[src/rtl/jt12_pkg.sv]
// Shared definitions for the JT12 prescaler: ratio encodings, the
// prescaler register addresses and the ratio-to-terminal-count mapping.
package jt12_pkg;

  typedef enum logic [1:0] {
    DIV6 = 2'b00,
    DIV2 = 2'b01,
    DIV3 = 2'b10
  } div_e;

  localparam logic [7:0] REG_PRE6 = 8'h2D;
  localparam logic [7:0] REG_PRE3 = 8'h2E;
  localparam logic [7:0] REG_PRE2 = 8'h2F;

  localparam int CNT_W = 3;

  // Last count value of a divided period (N-1) for a given ratio.
  function automatic logic [CNT_W-1:0] div_last(input div_e sel);
    case (sel)
      DIV3:    div_last = 3'd2;
      DIV2:    div_last = 3'd1;
      default: div_last = 3'd5;
    endcase
  endfunction

endpackage

[src/rtl/jt12_wr_sync.sv]
// Bus write detector: registers the write condition twice and emits a
// single-cycle strobe on its rising edge, holding the bus address and data
// sampled while the write was active.
module jt12_wr_sync
  import jt12_pkg::*;
(
  input  logic       clk,
  input  logic       rst_int,
  input  logic       cs_n_i,
  input  logic       wr_n_i,
  input  logic [1:0] addr_i,
  input  logic [7:0] din_i,
  output logic       strobe_o,
  output logic [1:0] addr_o,
  output logic [7:0] din_o
);

  logic       wrS_q, wrS_d;
  logic       wrD_q;
  logic [1:0] addr_q, addr_d;
  logic [7:0] din_q, din_d;

  // Next-state: sample the write condition and capture the bus alongside it.
  always_comb begin
    wrS_d  = ~cs_n_i & ~wr_n_i;
    addr_d = wrS_d ? addr_i : addr_q;
    din_d  = wrS_d ? din_i  : din_q;
  end

  // Write-detect pipeline and captured bus registers.
  always_ff @(posedge clk or posedge rst_int) begin
    if (rst_int) begin
      wrS_q  <= 1'b0;
      wrD_q  <= 1'b0;
      addr_q <= 2'b00;
      din_q  <= 8'h00;
    end else begin
      wrS_q  <= wrS_d;
      wrD_q  <= wrS_q;
      addr_q <= addr_d;
      din_q  <= din_d;
    end
  end

  assign strobe_o = wrS_q & ~wrD_q;
  assign addr_o   = addr_q;
  assign din_o    = din_q;

endmodule

[src/rtl/jt12_prescaler_cen.sv]
// JT12 prescaler: decodes writes to registers 0x2D/0x2E/0x2F, produces a
// clock enable at the selected ratio (ratio changes only at period wrap,
// so no short period can occur) and a write-busy flag timed in cen pulses.
module jt12_prescaler_cen
  import jt12_pkg::*;
#(
  parameter int BUSY_CEN = 32
) (
  input  logic       clk,
  input  logic       rst_int,
  input  logic       cs_n,
  input  logic       wr_n,
  input  logic [1:0] addr,
  input  logic [7:0] din,
  output logic       cen,
  output logic [1:0] div_sel,
  output logic       busy
);

  localparam int                BUSY_W    = $clog2(BUSY_CEN + 1);
  localparam logic [BUSY_W-1:0] BUSY_LOAD = BUSY_W'(BUSY_CEN);
  localparam logic [BUSY_W-1:0] BUSY_ONE  = BUSY_W'(1);

  logic             wrStrobe;
  logic [1:0]       wrAddr;
  logic [7:0]       wrDin;

  logic [CNT_W-1:0] cnt_q, cnt_d;
  logic [CNT_W-1:0] cntLast;
  logic             wrap;
  logic             cen_q, cen_d;
  div_e             divSel_q, divSel_d;
  div_e             divPend_q, divPend_d;
  logic [7:0]       regAddr_q, regAddr_d;
  logic             regPart_q, regPart_d;
  logic             busy_q, busy_d;
  logic [BUSY_W-1:0] busyCnt_q, busyCnt_d;

  jt12_wr_sync u_wr_sync (
    .clk      (clk),
    .rst_int  (rst_int),
    .cs_n_i   (cs_n),
    .wr_n_i   (wr_n),
    .addr_i   (addr),
    .din_i    (din),
    .strobe_o (wrStrobe),
    .addr_o   (wrAddr),
    .din_o    (wrDin)
  );

  // Next-state: divider with wrap-time ratio switch, register decode, busy timer.
  always_comb begin
    cntLast   = div_last(divSel_q);
    wrap      = (cnt_q == cntLast);
    cnt_d     = wrap ? '0 : cnt_q + 3'd1;
    cen_d     = wrap;
    divSel_d  = wrap ? divPend_q : divSel_q;
    divPend_d = divPend_q;
    regAddr_d = regAddr_q;
    regPart_d = regPart_q;
    busy_d    = busy_q;
    busyCnt_d = busyCnt_q;

    if (busy_q && cen_q) begin
      busyCnt_d = busyCnt_q - BUSY_ONE;
      if (busyCnt_q == BUSY_ONE) begin
        busy_d = 1'b0;
      end
    end

    if (wrStrobe) begin
      if (!wrAddr[0]) begin
        regAddr_d = wrDin;
        regPart_d = wrAddr[1];
      end else begin
        busy_d    = 1'b1;
        busyCnt_d = BUSY_LOAD;
        if (!regPart_q) begin
          case (regAddr_q)
            REG_PRE6: divPend_d = DIV6;
            REG_PRE3: divPend_d = DIV3;
            REG_PRE2: divPend_d = DIV2;
            default:  divPend_d = divPend_q;
          endcase
        end
      end
    end
  end

  // State registers; reset discards any pending ratio.
  always_ff @(posedge clk or posedge rst_int) begin
    if (rst_int) begin
      cnt_q     <= '0;
      cen_q     <= 1'b0;
      divSel_q  <= DIV6;
      divPend_q <= DIV6;
      regAddr_q <= 8'h00;
      regPart_q <= 1'b0;
      busy_q    <= 1'b0;
      busyCnt_q <= '0;
    end else begin
      cnt_q     <= cnt_d;
      cen_q     <= cen_d;
      divSel_q  <= divSel_d;
      divPend_q <= divPend_d;
      regAddr_q <= regAddr_d;
      regPart_q <= regPart_d;
      busy_q    <= busy_d;
      busyCnt_q <= busyCnt_d;
    end
  end

  assign cen     = cen_q;
  assign div_sel = divSel_q;
  assign busy    = busy_q;

endmodule

[config.mk]
export PLATFORM = sky130hd
export DESIGN_NAME = jt12_prescaler_cen
export DESIGN_NICKNAME = d
export VERILOG_FILES = /design/src/rtl/jt12_pkg.sv /design/src/rtl/jt12_wr_sync.sv /design/src/rtl/jt12_prescaler_cen.sv
export SDC_FILE = /design/constraint.sdc
export NUM_CORES = 1
export LEC_CHECK = 0
export BUFFER_PORTS_ARGS = -buffer_cell sky130_fd_sc_hd__buf_2
export CORE_ASPECT_RATIO = 2
export CORE_MARGIN = 5
export CORE_UTILIZATION = 31
export CTS_BUF_LIST = sky130_fd_sc_hd__clkbuf_8 sky130_fd_sc_hd__clkbuf_16
export DETAILED_ROUTE_END_ITERATION = 8
export GPL_ROUTABILITY_DRIVEN = 0
export GPL_TIMING_DRIVEN = 0
export PLACE_DENSITY = 0.59
export SLEW_MARGIN = 30
export SYNTH_ARGS = -nofsm -noshare
export SYNTH_HDL_FRONTEND = slang
export SYNTH_HIERARCHICAL = 1
export SYNTH_SLANG_ARGS = --single-unit
[constraint.sdc]
create_clock -name clk -period 1.8 [get_ports clk]
set_input_delay 0.27 -clock clk [delete_from_list [all_inputs] [get_ports clk]]
set_output_delay 0.27 -clock clk [all_outputs]
set_load 0.03 [all_outputs]
==> results.txt <==
- 0 antenna diodes ended up in the layout.
- Power density cells: 1225 nW/um^2
- For the pin with the worst max-slew slack, the measured transition is 0.5025 ns.
- From synthesis to final layout, the design area changed by 16.01%.
- R2R Path End: div_sel[1]$_DFFE_PP0P_
- Hold Violations, Final: 0
- The synthesized netlist devotes 3.603% of its cell area to compound gates.
* CTS max path bufs: 2
* Overall power of the completed layout: 2221 uW
- Maximum fanout along the worst path: 6
- Summing all placed instances gives a cell area of 1720 um^2.
- VDD sags by at most 0.7352 mV.
* Startpoint of the worst setup timing path: div_sel[0]$_DFFE_PP0P_
- In this run, post-CTS repair resized a total of 0 instances.
- In this run the static leakage power is 0.0008118 uW.
- Max-Cap Viols: 0
- Counting distinct cell types in the post-synthesis netlist gives 29.
- Initial antenna violation count: 0
- Setup slack of the most critical reg-to-reg path: 0.10 ns
- Max-slew violation total from the final report: 0
- Setup violations remaining at the end of the flow were counted as 0.
* Floorplan core area: 4910 um^2
- Counting the buffers created by CTS gives 5.
* Post-Synthesis Cell Area: 1563 um^2
- The first global-routing pass estimated 4767 um of wire.
- The clock reaches the later pin of the worst-skew pair after 0.28 ns.
- Root buf cell: clkbuf_8
- Summed over its instances, the top area cell type makes up 57.65% of the synthesized netlist area.
* Overall global routing resource usage: 9.182%
* Post-route worst hold slack: 0.007159 ns
* Starting DRT DRC Count: 5
- Timing-limited maximum frequency: 589.4 MHz
- Relative slew margins: 66.45%
- Clock skew: 0.005811 ns
- In this run, synthesis produced a sequential element count of 36.
- After detailed routing, the average wire length per cell comes to 13.71 um.
- CTS tree: done
- Summed over all nets, the half-perimeter wirelength after detailed placement is 2126 um.
* Startpoint of the worst-slack reg-to-reg timing path: div_sel[0]$_DFFE_PP0P_
* Share of cells above drive strength 1: 39.57%
* Portion of the clock cycle consumed by the worst path in the final layout: 94.25%
* Total routed wirelength: 2687 um
- Number of optimization iterations in the first detailed-route pass: 4
* Number of global-route vias before repair: 1,059
- The routed layout has 927 vias.
- In the post-synthesis netlist, the biggest area contributors are dfrtp_1 (58%), mux2_4 (9.6%), mux2_2 (7.9%), ha_1 (3.2%), or3_1 (1.6%).
* Post-layout minimum cycle time: 1.697 ns
* Synthesized net count: 132
- The library cell used most frequently in the layout, excluding fill and tap cells, is dfrtp_1.
- The biggest area contributor in the post-synthesis netlist is dfrtp_1.
* Number of levels the H-tree was split into: 2
- The min-delay analysis places its worst path in the category in -> async.
* Avg Vias per Cell: 4.730
- In this run the power spent charging and discharging nets is 637.6 uW.
* Row count: 36
- The multi-input combinational cells in the finished layout cover a total of 619.3 um^2.
- Share of cell area taken by muxes after synthesis: 18.82%
- Buffers placed on the I/O ports in this run total 17.
* Commonest non-fill, non-tap cells in the layout: dfrtp_1 (35), buf_2 (18), mux2_2 (11)
- The average instance in the mapped netlist occupies 13.71 um^2.
* TritonCTS sink count: 36
- Capture point of the worst path: div_sel[1]$_DFFE_PP0P_
- Critical Path AT: 1.86 ns
- Yosys synthesis warning count: 6
- Synthesized-area fraction occupied by xor and xnor cells: 2.242%
* Result of the run: finished clean
- Seq/Total Area, Yosys: 57.65%
- After Yosys synthesis, full adders, half adders and majority gates account for 3.203% of the synthesized area.
- Cell count after synthesis: 114
- Setup repair after global routing missed its margin: no
* Drc violations: 0
- Main combinational cell family by area after synthesis: multiplexers
* Hold buffer count at cts: 0
* I/O pin total: 18
- Critical path endpoint category: register
- Once the floorplan was initialized, standard cells occupied 31.83% of the core.
* Die Height: 110.4 um
- Die ar.: 6647 um^2
- Clock-pin slew was measured on the worst setup and hold paths at 0.07 ns.
* Register area: 902.1 um^2
- Cell internal power was estimated by the tool at 1584 uW.
- Summed negative setup slack over all endpoints: 0 ns
- Worst reg-to-reg path cell count: 5
- Part of the power in registers: 52.4%
- Switching share of power: 28.70%
* Critical path data required time: 1.96 ns
- Grt total ovfl: 0
* Die Span X: 60.21 um
* Kind of critical path: reg -> reg
- Simple-gate portion of the synthesized area: 11.77%
- Of the total power, combinational logic draws 21.9%.
- Share of total power in the clock network: 25.6%
* Post-route cell area: 1813 um^2
- After filler insertion, the fill cell instance count of the layout stands at 482.
* Number of setup buffers added after CTS: 0
- For this run, the post-layout net count is 156.
* Maximum number of pins on one net before global-route repair: 25
- The worst setup path is launched from a register.
* Post-detailed-route count of antenna-violating nets: 0
metrics by stage:
| stage | setup WS, ns | cells | utilization, % |
|---|---|---|---|
| floorplan | 0.02924 | 114 | - |
| global placement | 0.1174 | 188 | 35.04 |
| detailed placement | 0.09018 | 188 | 35.04 |
| CTS | 0.07943 | 196 | 36.93 |
| global route | 0.04270 | 196 | 36.93 |
| finish | 0.1035 | 196 | 36.93 |
cell usage after synthesis:
cell	instances
nand4_1	1
xnor2_1	2
buf_2	1
xor2_1	2
or3b_4	1
ha_1	4
nand4bb_1	1
nand3b_1	1
or3_1	4
o21ai_0	2
nor2_1	6
mux2_4	10
dfrtp_1	36
nor2b_1	3
nand3_1	3
nand4b_1	1
or2_2	1
or4_1	1
a21oi_1	3
mux2_2	11
nand2_1	5
buf_8	1
a21oi_4	1
o31ai_1	2
nor2_2	1
inv_1	6
nor4_2	1
and2_1	1
mux2i_1	2
state kept, by name, summed over array words and instances (netlist names), 2 cells and up:
signal and flops:
regAddr_q 8, divPend_q 2, u_wr_sync/din_o 8, cnt_q 3
u_wr_sync/addr_o 2, busyCnt_q 6, div_sel 2
area by class of cell:
class / instances / area share (%)
Inverter: 6 / 1.242
Multi-Input combinational cell: 70 / 34.16
Clock inverter: 2 / 0.5521
Timing Repair Buffer: 17 / 4.693
Buffer: 2 / 1.104
Clock buffer: 6 / 4.555
Tap cell: 57 / 3.934
Sequential cell: 36 / 49.76
how the worst min path moves through the flow:
stage	end	cells past startpoint	start
after floorplan	u_wr_sync/addr_o[0]$_DFFE_PP0P_	1	rst_int
after global placement	u_wr_sync/addr_o[0]$_DFFE_PP0P_	2	rst_int
after detailed placement	u_wr_sync/addr_o[0]$_DFFE_PP0P_	2	rst_int
after CTS	u_wr_sync/addr_o[0]$_DFFE_PP0P_	2	rst_int
after global routing	u_wr_sync/wrS_q$_DFF_PP0_	2	rst_int
final	u_wr_sync/addr_o[0]$_DFFE_PP0P_	2	rst_int
worst max-delay path, stage by stage, from the launching register on:
cell	delay [ns]
dfrtp_2	0.35
inv_1	0.05
ha_1	0.21
or3b_4	0.41
a21oi_4	0.25
mux2_4	0.32
power groups by stage:
stage | Combinational (uW) | Sequential, uW | Clock (uW)
detailed placement | 496 | 1180 | 0
CTS | 502 | 1170 | 589
finish | 487 | 1160 | 569
global route | 557 | 1210 | 614
floorplan | 392 | 1150 | 0
global placement | 467 | 1170 | 0
metal layers:
metal | track usage, % | vias to the layer above | wire length (um)
met2 | 17.41 | 21 | 1658
met1 | 8.889 | 458 | 873
met4 | 3.550 | 0 | 43
met5 | 0 | - | 0
met3 | 1.986 | 7 | 112
li1 | - | 441 | -
logic make-up after synthesis:
logic type	Yosys count
AND/OR/NAND/NOR	31
buffers and inverters	8
adder cells (fa/ha/maj)	4
AO/OA/AOI/OAI	8
multiplexers	23
XOR/XNOR	4
flip-flops	36
No activity file was read; power rests on OpenSTA's default activity.
